## config.mk

```make
export PLATFORM = sky130hd
export DESIGN_NAME = io_register_arbiter
export DESIGN_NICKNAME = d
export VERILOG_FILES = /design/src/rtl/io_register_arbiter.sv
export SDC_FILE = /design/constraint.sdc
export NUM_CORES = 1
export LEC_CHECK = 0
export CAP_MARGIN = 15
export CORE_ASPECT_RATIO = 1.25
export CORE_UTILIZATION = 41
export DETAILED_ROUTE_END_ITERATION = 16
export PLACE_DENSITY_LB_ADDON = 0.12
export SETUP_SLACK_MARGIN = 0.1
export SLEW_MARGIN = 20
export SYNTH_ARGS = -nofsm -noshare
export SYNTH_HDL_FRONTEND = slang
export SYNTH_SLANG_ARGS = --single-unit
```

## constraint.sdc

```tcl
create_clock -name clk_in -period 3.69 [get_ports clk_in]
set_input_delay 1.107 -clock clk_in [delete_from_list [all_inputs] [get_ports clk_in]]
set_output_delay 1.107 -clock clk_in [all_outputs]
set_load 0.02 [all_outputs]
```

## src/rtl/io_register_arbiter.sv

```systemverilog
// Two-requester round-robin arbiter in front of a shared bank of io registers.
// Each grant runs one ACCESS phase and returns a single-cycle ack with read data or an error.
module io_register_arbiter #(
    parameter int unsigned DATA_WIDTH = 32,
    parameter int unsigned NUM_REGS   = 4,
    parameter int unsigned ADDR_WIDTH = 2,
    parameter int unsigned TIMEOUT    = 15
) (
    input  logic                  clk_in,
    input  logic                  rst_n_in,
    input  logic                  req0_valid_in,
    input  logic                  req0_write_in,
    input  logic [ADDR_WIDTH-1:0] req0_addr_in,
    input  logic [DATA_WIDTH-1:0] req0_data_in,
    input  logic                  req1_valid_in,
    input  logic                  req1_write_in,
    input  logic [ADDR_WIDTH-1:0] req1_addr_in,
    input  logic [DATA_WIDTH-1:0] req1_data_in,
    output logic                  req0_ack_out,
    output logic [DATA_WIDTH-1:0] req0_data_out,
    output logic                  req0_err_out,
    output logic                  req1_ack_out,
    output logic [DATA_WIDTH-1:0] req1_data_out,
    output logic                  req1_err_out,
    output logic [NUM_REGS-1:0]   reg_enable_out,
    output logic                  reg_write_out,
    output logic [DATA_WIDTH-1:0] reg_data_out,
    input  logic                  bus_ready_in,
    input  logic [DATA_WIDTH-1:0] bus_data_in,
    output logic                  busy_out
);

    localparam int unsigned CNT_W = (TIMEOUT < 1) ? 1 : $clog2(TIMEOUT + 1);

    typedef enum logic [1:0] {
        IDLE   = 2'd0,
        ACCESS = 2'd1,
        RESP   = 2'd2
    } state_t;

    state_t                  state;
    state_t                  state_nxt;
    logic                    last_grant;
    logic                    grant;
    logic                    req_sel;
    logic                    lat_write;
    logic [ADDR_WIDTH-1:0]   lat_addr;
    logic [DATA_WIDTH-1:0]   lat_data;
    logic [DATA_WIDTH-1:0]   resp_data;
    logic                    resp_err;
    logic [CNT_W-1:0]        wait_cnt;
    logic                    addr_ok;
    logic                    wait_done;

    assign addr_ok   = (32'(lat_addr) < NUM_REGS);
    assign wait_done = (wait_cnt == CNT_W'(TIMEOUT));

    // An out-of-range address still occupies the ACCESS slot (with no enable)
    // so that its error ack lands on the same cycle as an immediate-ready access.
    always_comb begin
        state_nxt      = state;
        req_sel        = 1'b0;
        reg_enable_out = '0;
        reg_write_out  = 1'b0;
        reg_data_out   = '0;
        req0_ack_out   = 1'b0;
        req0_data_out  = '0;
        req0_err_out   = 1'b0;
        req1_ack_out   = 1'b0;
        req1_data_out  = '0;
        req1_err_out   = 1'b0;
        busy_out       = (state != IDLE);
        case (state)
            IDLE: begin
                if (req0_valid_in || req1_valid_in) begin
                    state_nxt = ACCESS;
                    req_sel   = (req0_valid_in && req1_valid_in) ? ~last_grant : req1_valid_in;
                end
            end
            ACCESS: begin
                if (addr_ok) begin
                    reg_enable_out = NUM_REGS'(1) << lat_addr;
                    reg_write_out  = lat_write;
                    reg_data_out   = lat_data;
                end
                if (!addr_ok || bus_ready_in || wait_done) begin
                    state_nxt = RESP;
                end
            end
            RESP: begin
                state_nxt = IDLE;
                if (grant) begin
                    req1_ack_out  = 1'b1;
                    req1_data_out = resp_data;
                    req1_err_out  = resp_err;
                end else begin
                    req0_ack_out  = 1'b1;
                    req0_data_out = resp_data;
                    req0_err_out  = resp_err;
                end
            end
            default: state_nxt = IDLE;
        endcase
    end

    always_ff @(posedge clk_in) begin
        if (!rst_n_in) begin
            state      <= IDLE;
            last_grant <= 1'b1;
            grant      <= 1'b0;
            lat_write  <= 1'b0;
            lat_addr   <= '0;
            lat_data   <= '0;
            resp_data  <= '0;
            resp_err   <= 1'b0;
            wait_cnt   <= '0;
        end else begin
            state <= state_nxt;
            case (state)
                IDLE: begin
                    if (req0_valid_in || req1_valid_in) begin
                        grant     <= req_sel;
                        lat_write <= req_sel ? req1_write_in : req0_write_in;
                        lat_addr  <= req_sel ? req1_addr_in  : req0_addr_in;
                        lat_data  <= req_sel ? req1_data_in  : req0_data_in;
                        resp_data <= '0;
                        resp_err  <= 1'b0;
                        wait_cnt  <= '0;
                    end
                end
                ACCESS: begin
                    // Ready takes priority over the timeout on the final wait cycle.
                    if (!addr_ok) begin
                        resp_err  <= 1'b1;
                        resp_data <= '0;
                    end else if (bus_ready_in) begin
                        resp_err  <= 1'b0;
                        resp_data <= lat_write ? '0 : bus_data_in;
                    end else if (wait_done) begin
                        resp_err  <= 1'b1;
                        resp_data <= '0;
                    end else begin
                        wait_cnt <= wait_cnt + CNT_W'(1);
                    end
                end
                RESP: last_grant <= grant;
                default: ;
            endcase
        end
    end

endmodule
```

==> results of run 1 <==
[routing by layer]
layer  share of wire [%]  routed length (µm)  GRT usage (%)  vias up
met5                   0                   0              0        -
met3                 8.0                 882          5.928       23
met2                  50                5493          41.16      182
met4                 2.3                 259          11.67        0
met1                  40                4410          28.65     1772
li1                    -                   -              -     1923
[per-stage QoR]
step,hold slack [ns],cell area [µm²]
after floorplan,0.4392,3617
after global placement,0.4530,5803
after detailed placement,0.4556,5803
after CTS,0.4681,6007
after global routing,0.4854,6007
final,0.4692,6007
[Yosys cell counts (4+ instances only)]
master and instances:
dfxtp_1 76, nor2_1 73, and2_1 66, a21oi_1 38, inv_1 38, o32ai_1 35, a32o_1 32, clkbuf_1 24
buf_2 13, nand2_1 6, buf_1 4
[how the worst min path moves through the flow]
stage	from	to	slack, ns
floorplan	lat_data[0]	lat_data[0]	0.44
global placement	lat_data[28]	lat_data[28]	0.45
detailed placement	lat_data[14]	lat_data[14]	0.46
CTS	lat_data[14]	lat_data[14]	0.47
global route	lat_data[7]	lat_data[7]	0.49
finish	lat_data[23]	lat_data[23]	0.47
[kinds of logic after synthesis]
group                      synth area share [%]
and+or+nand+nor                           23.18
DFF                                       42.06
AOI/OAI and AO/OA                         25.77
buffers and inverters                     8.648
adders and majority gates                0.3458
[tightest hold or removal path, cell delays in order (launching register included)]
cell and delay, ns:
dfxtp_1 0.30, inv_1 0.06, o32ai_1 0.06
[power breakdown]
group	internal (W)	leakage, nW	total, W	switching (W)
Combinational	0.000218	1.47	0.000447	0.000229
Clock	0.000350	0.0959	0.000649	0.000298
Sequential	0.000878	0.621	0.000905	0.0000270
Total	0.00145	2.19	0.00200	0.000554
[sequential cells by signal, summed over array words and instances, names as in the netlist]
| signal | flops |
|---|---|
| wait_cnt | 4 |
| resp_err | 1 |
| resp_data | 32 |
| last_grant | 1 |
| lat_addr | 2 |
| lat_write | 1 |
| state | 2 |
| lat_data | 32 |
| grant | 1 |
[layout make-up]
cell class                 count  area [µm²]  area share, %
clock buffer                  13       158.9          2.645
clock inverter                 3       45.04         0.7498
inverter                      38       142.6          2.375
multi-input combinational    286        1795          29.89
sequential                    76        1521          25.33
tap                          117       146.4          2.437
timing repair buffer         222        2197          36.58
==> qor.yml, run 1 <==
ios: 213
placement_rows: 37
core_um2: 8379
synth_warnings: 0
synth_area_per_cell_um2: 8.202
dp_worst_setup_slack_ns: 0.6554
vdd_drop_max_v: 0.0002045
critPathLaunchType: "register"
synth.top_cell.area_share_pct: 42.06
stdcell_count: 755
nNetsFinal: 741
vias: 3900
clock-skew-final_ns: 0.01142
first_pass_iters: 5
r2r_setup_slack_ns: 1.90
r2r-start: "wait_cnt[0]"
hp-class: "reg -> reg"
r2r_end: "resp_data[27]"
synthToLayoutAreaGrowth_pct: 66.07
critPathSlowestCell: "clkdlybuf4s50_1"
synth_edf_count: 0
slowest_delay_ns: 0.56
die_h_um: 107.0
synth.distinct_cells: 34
setup_viol: 0
period_share_pct: 93.28
rsz0062_at_grt: "false"
grt_max_degree: 39
htree_levels: 3
clkLatencyLatePin_ns: 0.35
worstRegToRegCells: 5
mostFrequentLayoutCells: "212 x clkdlybuf4s50_1, 76 x dfxtp_1, 72 x nor2_1"
crit_fanout: 26
start_util_pct: 43.17
path_cells: "nand2b_1 -> buf_4 -> nor2_1 -> clkdlybuf4s50_1"
critical_path.endpoint_type: "output pin"
synth_area_um2: 3617
timing_hold_violations_final: 0
grt-ovfl-total: 0
ant_nets: 0
startpoint: "state[1]"
path_class: "reg -> out"
antenna_found_initial: 0
synth_largest_area_cell: "dfxtp_1"
grt_pass1_wl_um: 17730
powerDensity_nw_per_um2: 333.1
die_area_um2: 9204
worst_ep_arrival_time_ns: 2.33
cp_num_buf_inv: 2
synthCells: 441
synth.net_count: 549
finalCoreUtilization_pct: 71.69
status: "finished clean"
grt_pass1_vias: 3711
dp.cells: 739
post_cts_buffers: 0
cts_resized: 0
clockBufferDepth: 2
wire_per_inst_um: 14.63
hold_buffers: 0
fillCellCount: 688
critical_path.endpoint: "reg_data_out[6]"
drive_above_1_share_pct: 4.702
finalCriticalPeriod_ns: 3.442
power_w: 0.002001
min_delay_path_depth: 2
clkTransAtPathRegs_ns: 0.08
slew_headroom_pct: 51.66
cap_violations: 0
final_common_cell: "clkdlybuf4s50_1"
cp_num_cells: 4
max_freq_mhz: 290.5
drtIter0Drc: 154
layout_setup_ws_ns: 0.2481
drcViolationCount: 0
cts_buffers: 9
crit_family: "buffers and inverters"
place.gp.congestion: 0.8790
async_flop_share_pct: 0
die_x_um: 86.01
ys_seq_area_share_pct: 42.06
cts_root_buffer: "clkbuf_8"
track_usage_pct: 24.35
diodes: 0
cp_data_required_time_ns: 2.58
ys_ff_latch: 76
dpl.hpwl_um: 7736
worstMarginPinSlew_ns: 0.7251
slew_viol_final: 0
synth_flop_cell: "dfxtp_1"
cts.sink_count: 76
cts_tree: "done"
power_leakage_nw: 2.190
vias_per_cell: 5.166
tns_ns: 0
io_buffers: 212
synth.area.top_cells: "dfxtp_1 42%, and2_1 11%, a32o_1 8.9%, o32ai_1 8.5%, nor2_1 7.6%"
routed_wl_um: 11050
Power figures use the tool's default switching activity.
==> inputs of run 2 (changes only) <==
MAX_ROUTING_LAYER = met4   (was unset)
==> run 2 against run 1 <==
Sequential power is essentially flat. Critical path depth is the same. Worst setup slack lost 0.00057 ns. Utilization is the same. Power is essentially flat. Cell area is the same. Clock-buffer cell count is the same. Worst hold slack is essentially flat. Non-clock buffer count is the same. Critical path type unchanged. Largest cell class unchanged.
==> qor.yml, run 2 (synthesis results as in run 1) <==
layout_setup_ws_ns: 0.2476  # -0.0005700 ns
crit_fanout: 26  # unchanged
worst_ep_arrival_time_ns: 2.34  # about the same
antenna_found_initial: 0  # unchanged
clkTransAtPathRegs_ns: 0.08  # about the same
final_common_cell: "clkdlybuf4s50_1"
power_leakage_nw: 2.190  # unchanged
grt-ovfl-total: 0  # unchanged
synthToLayoutAreaGrowth_pct: 66.07  # unchanged
nNetsFinal: 741  # unchanged
drive_above_1_share_pct: 4.702  # unchanged
htree_levels: 3  # unchanged
post_cts_buffers: 0  # unchanged
routed_wl_um: 11040  # about the same
wire_per_inst_um: 14.62  # about the same
vdd_drop_max_v: 0.0002046  # about the same
clkLatencyLatePin_ns: 0.35  # about the same
drtIter0Drc: 173  # +12%
cp_data_required_time_ns: 2.58  # about the same
diodes: 0  # unchanged
slew_viol_final: 0  # unchanged
timing_hold_violations_final: 0  # unchanged
critPathLaunchType: "register"
first_pass_iters: 4  # -1
path_class: "reg -> out"
slew_headroom_pct: 50.87  # -0.79 points
max_freq_mhz: 290.5  # about the same
clock-skew-final_ns: 0.01194  # +0.0005187 ns
track_usage_pct: 24.94  # +0.59 points
finalCriticalPeriod_ns: 3.442  # +0.0005700 ns
cts.sink_count: 76  # unchanged
top_regs: "lat_data: 32 flops, resp_data: 32 flops, wait_cnt: 4 flops"
holdWs_ns: 0.4696  # +0.0003710 ns
grt_max_degree: 39  # unchanged
dpl.hpwl_um: 7736  # unchanged
vias_per_cell: 5.192  # +0.51%
hold_buffers: 0  # unchanged
io_buffers: 212  # unchanged
hp-class: "reg -> reg"
cap_violations: 0  # unchanged
rsz0062_at_grt: "false"
cts_buffers: 9  # unchanged
fillCellCount: 688  # unchanged
core_um2: 8379  # unchanged
status: "finished clean"
ant_nets: 0  # unchanged
worstMarginPinSlew_ns: 0.7369  # +0.01180 ns
place.gp.congestion: 0.8935  # +1.6%
cts_tree: "done"
cts_root_buffer: "clkbuf_8"
start_util_pct: 43.17  # unchanged
ios: 213  # unchanged
setup_viol: 0  # unchanged
mostFrequentLayoutCells: "212 x clkdlybuf4s50_1, 76 x dfxtp_1, 72 x nor2_1"
dp_worst_setup_slack_ns: 0.6554  # unchanged
die_h_um: 107.0  # unchanged
clockBufferDepth: 2  # unchanged
die_area_um2: 9204  # unchanged
grt_pass1_vias: 3721  # +0.27%
vias: 3920  # +0.51%
tns_ns: 0  # unchanged
placement_rows: 37  # unchanged
critical_path.endpoint_type: "output pin"
die_x_um: 86.01  # unchanged
drcViolationCount: 0  # unchanged
cts_resized: 0  # unchanged
grt_pass1_wl_um: 17710  # about the same
powerDensity_nw_per_um2: 332.9  # about the same
period_share_pct: 93.29  # about the same
run 2: cell counts in the layout (fill, tap and decap cells not counted):
Identical to the previous run, type by type.
run 2: report_power, final:
group	leakage, nW	switching (W)	total [W]	internal, W
Clock	0.0959	0.000297	0.000647	0.000350
Sequential	0.621	0.0000272	0.000906	0.000879
Combinational	1.47	0.000229	0.000447	0.000218
Total	2.19	0.000554	0.00200	0.00145
run 2: per-stage QoR:
stage,std cells,power (W),instance area [µm²],util [%]
after floorplan,441,0.001151,3617,-
after detailed placement,739,0.001371,5803,69.25
after global placement,739,0.001361,5803,69.25
after global routing,755,0.002102,6007,71.69
final,755,0.002000,6007,71.69
after CTS,755,0.002018,6007,71.69
run 2: worst paths after layout:
| check | endpoint | slack (ns) | cells after the start | startpoint |
|---|---|---|---|---|
| setup reg to reg | resp_data[27] | 1.90 | 5 | wait_cnt[0] |
| hold / removal | lat_data[23] | 0.47 | 2 | lat_data[23] |
| hold reg to reg | lat_data[23] | 0.47 | 2 | lat_data[23] |
| setup / recovery | reg_data_out[6] | 0.25 | 4 | state[1] |
run 2: worst max-delay path, cell delays in order, from the launching register on:
cell             delay [ns]
dfxtp_1                0.48
nand2b_1               0.47
buf_4                  0.37
nor2_1                 0.10
clkdlybuf4s50_1        0.55
run 2: layout make-up:
type / instances / area, µm² / area share (%)
Inverter: 38 / 142.6 / 2.375
Timing Repair Buffer: 222 / 2197 / 36.58
Clock buffer: 13 / 158.9 / 2.645
Sequential cell: 76 / 1521 / 25.33
Tap cell: 117 / 146.4 / 2.437
Multi-Input combinational cell: 286 / 1795 / 29.89
Clock inverter: 3 / 45.04 / 0.7498
run 2: routing by layer:
layer | part of all wire [%] | track usage, % | vias to the layer above
li1 | - | - | 1920
met1 | 41 | 29.13 | 1796
met2 | 50 | 41.10 | 179
met3 | 7.1 | 4.850 | 25
met4 | 2.6 | 11.67 | 0
met5 | 0 | - | -
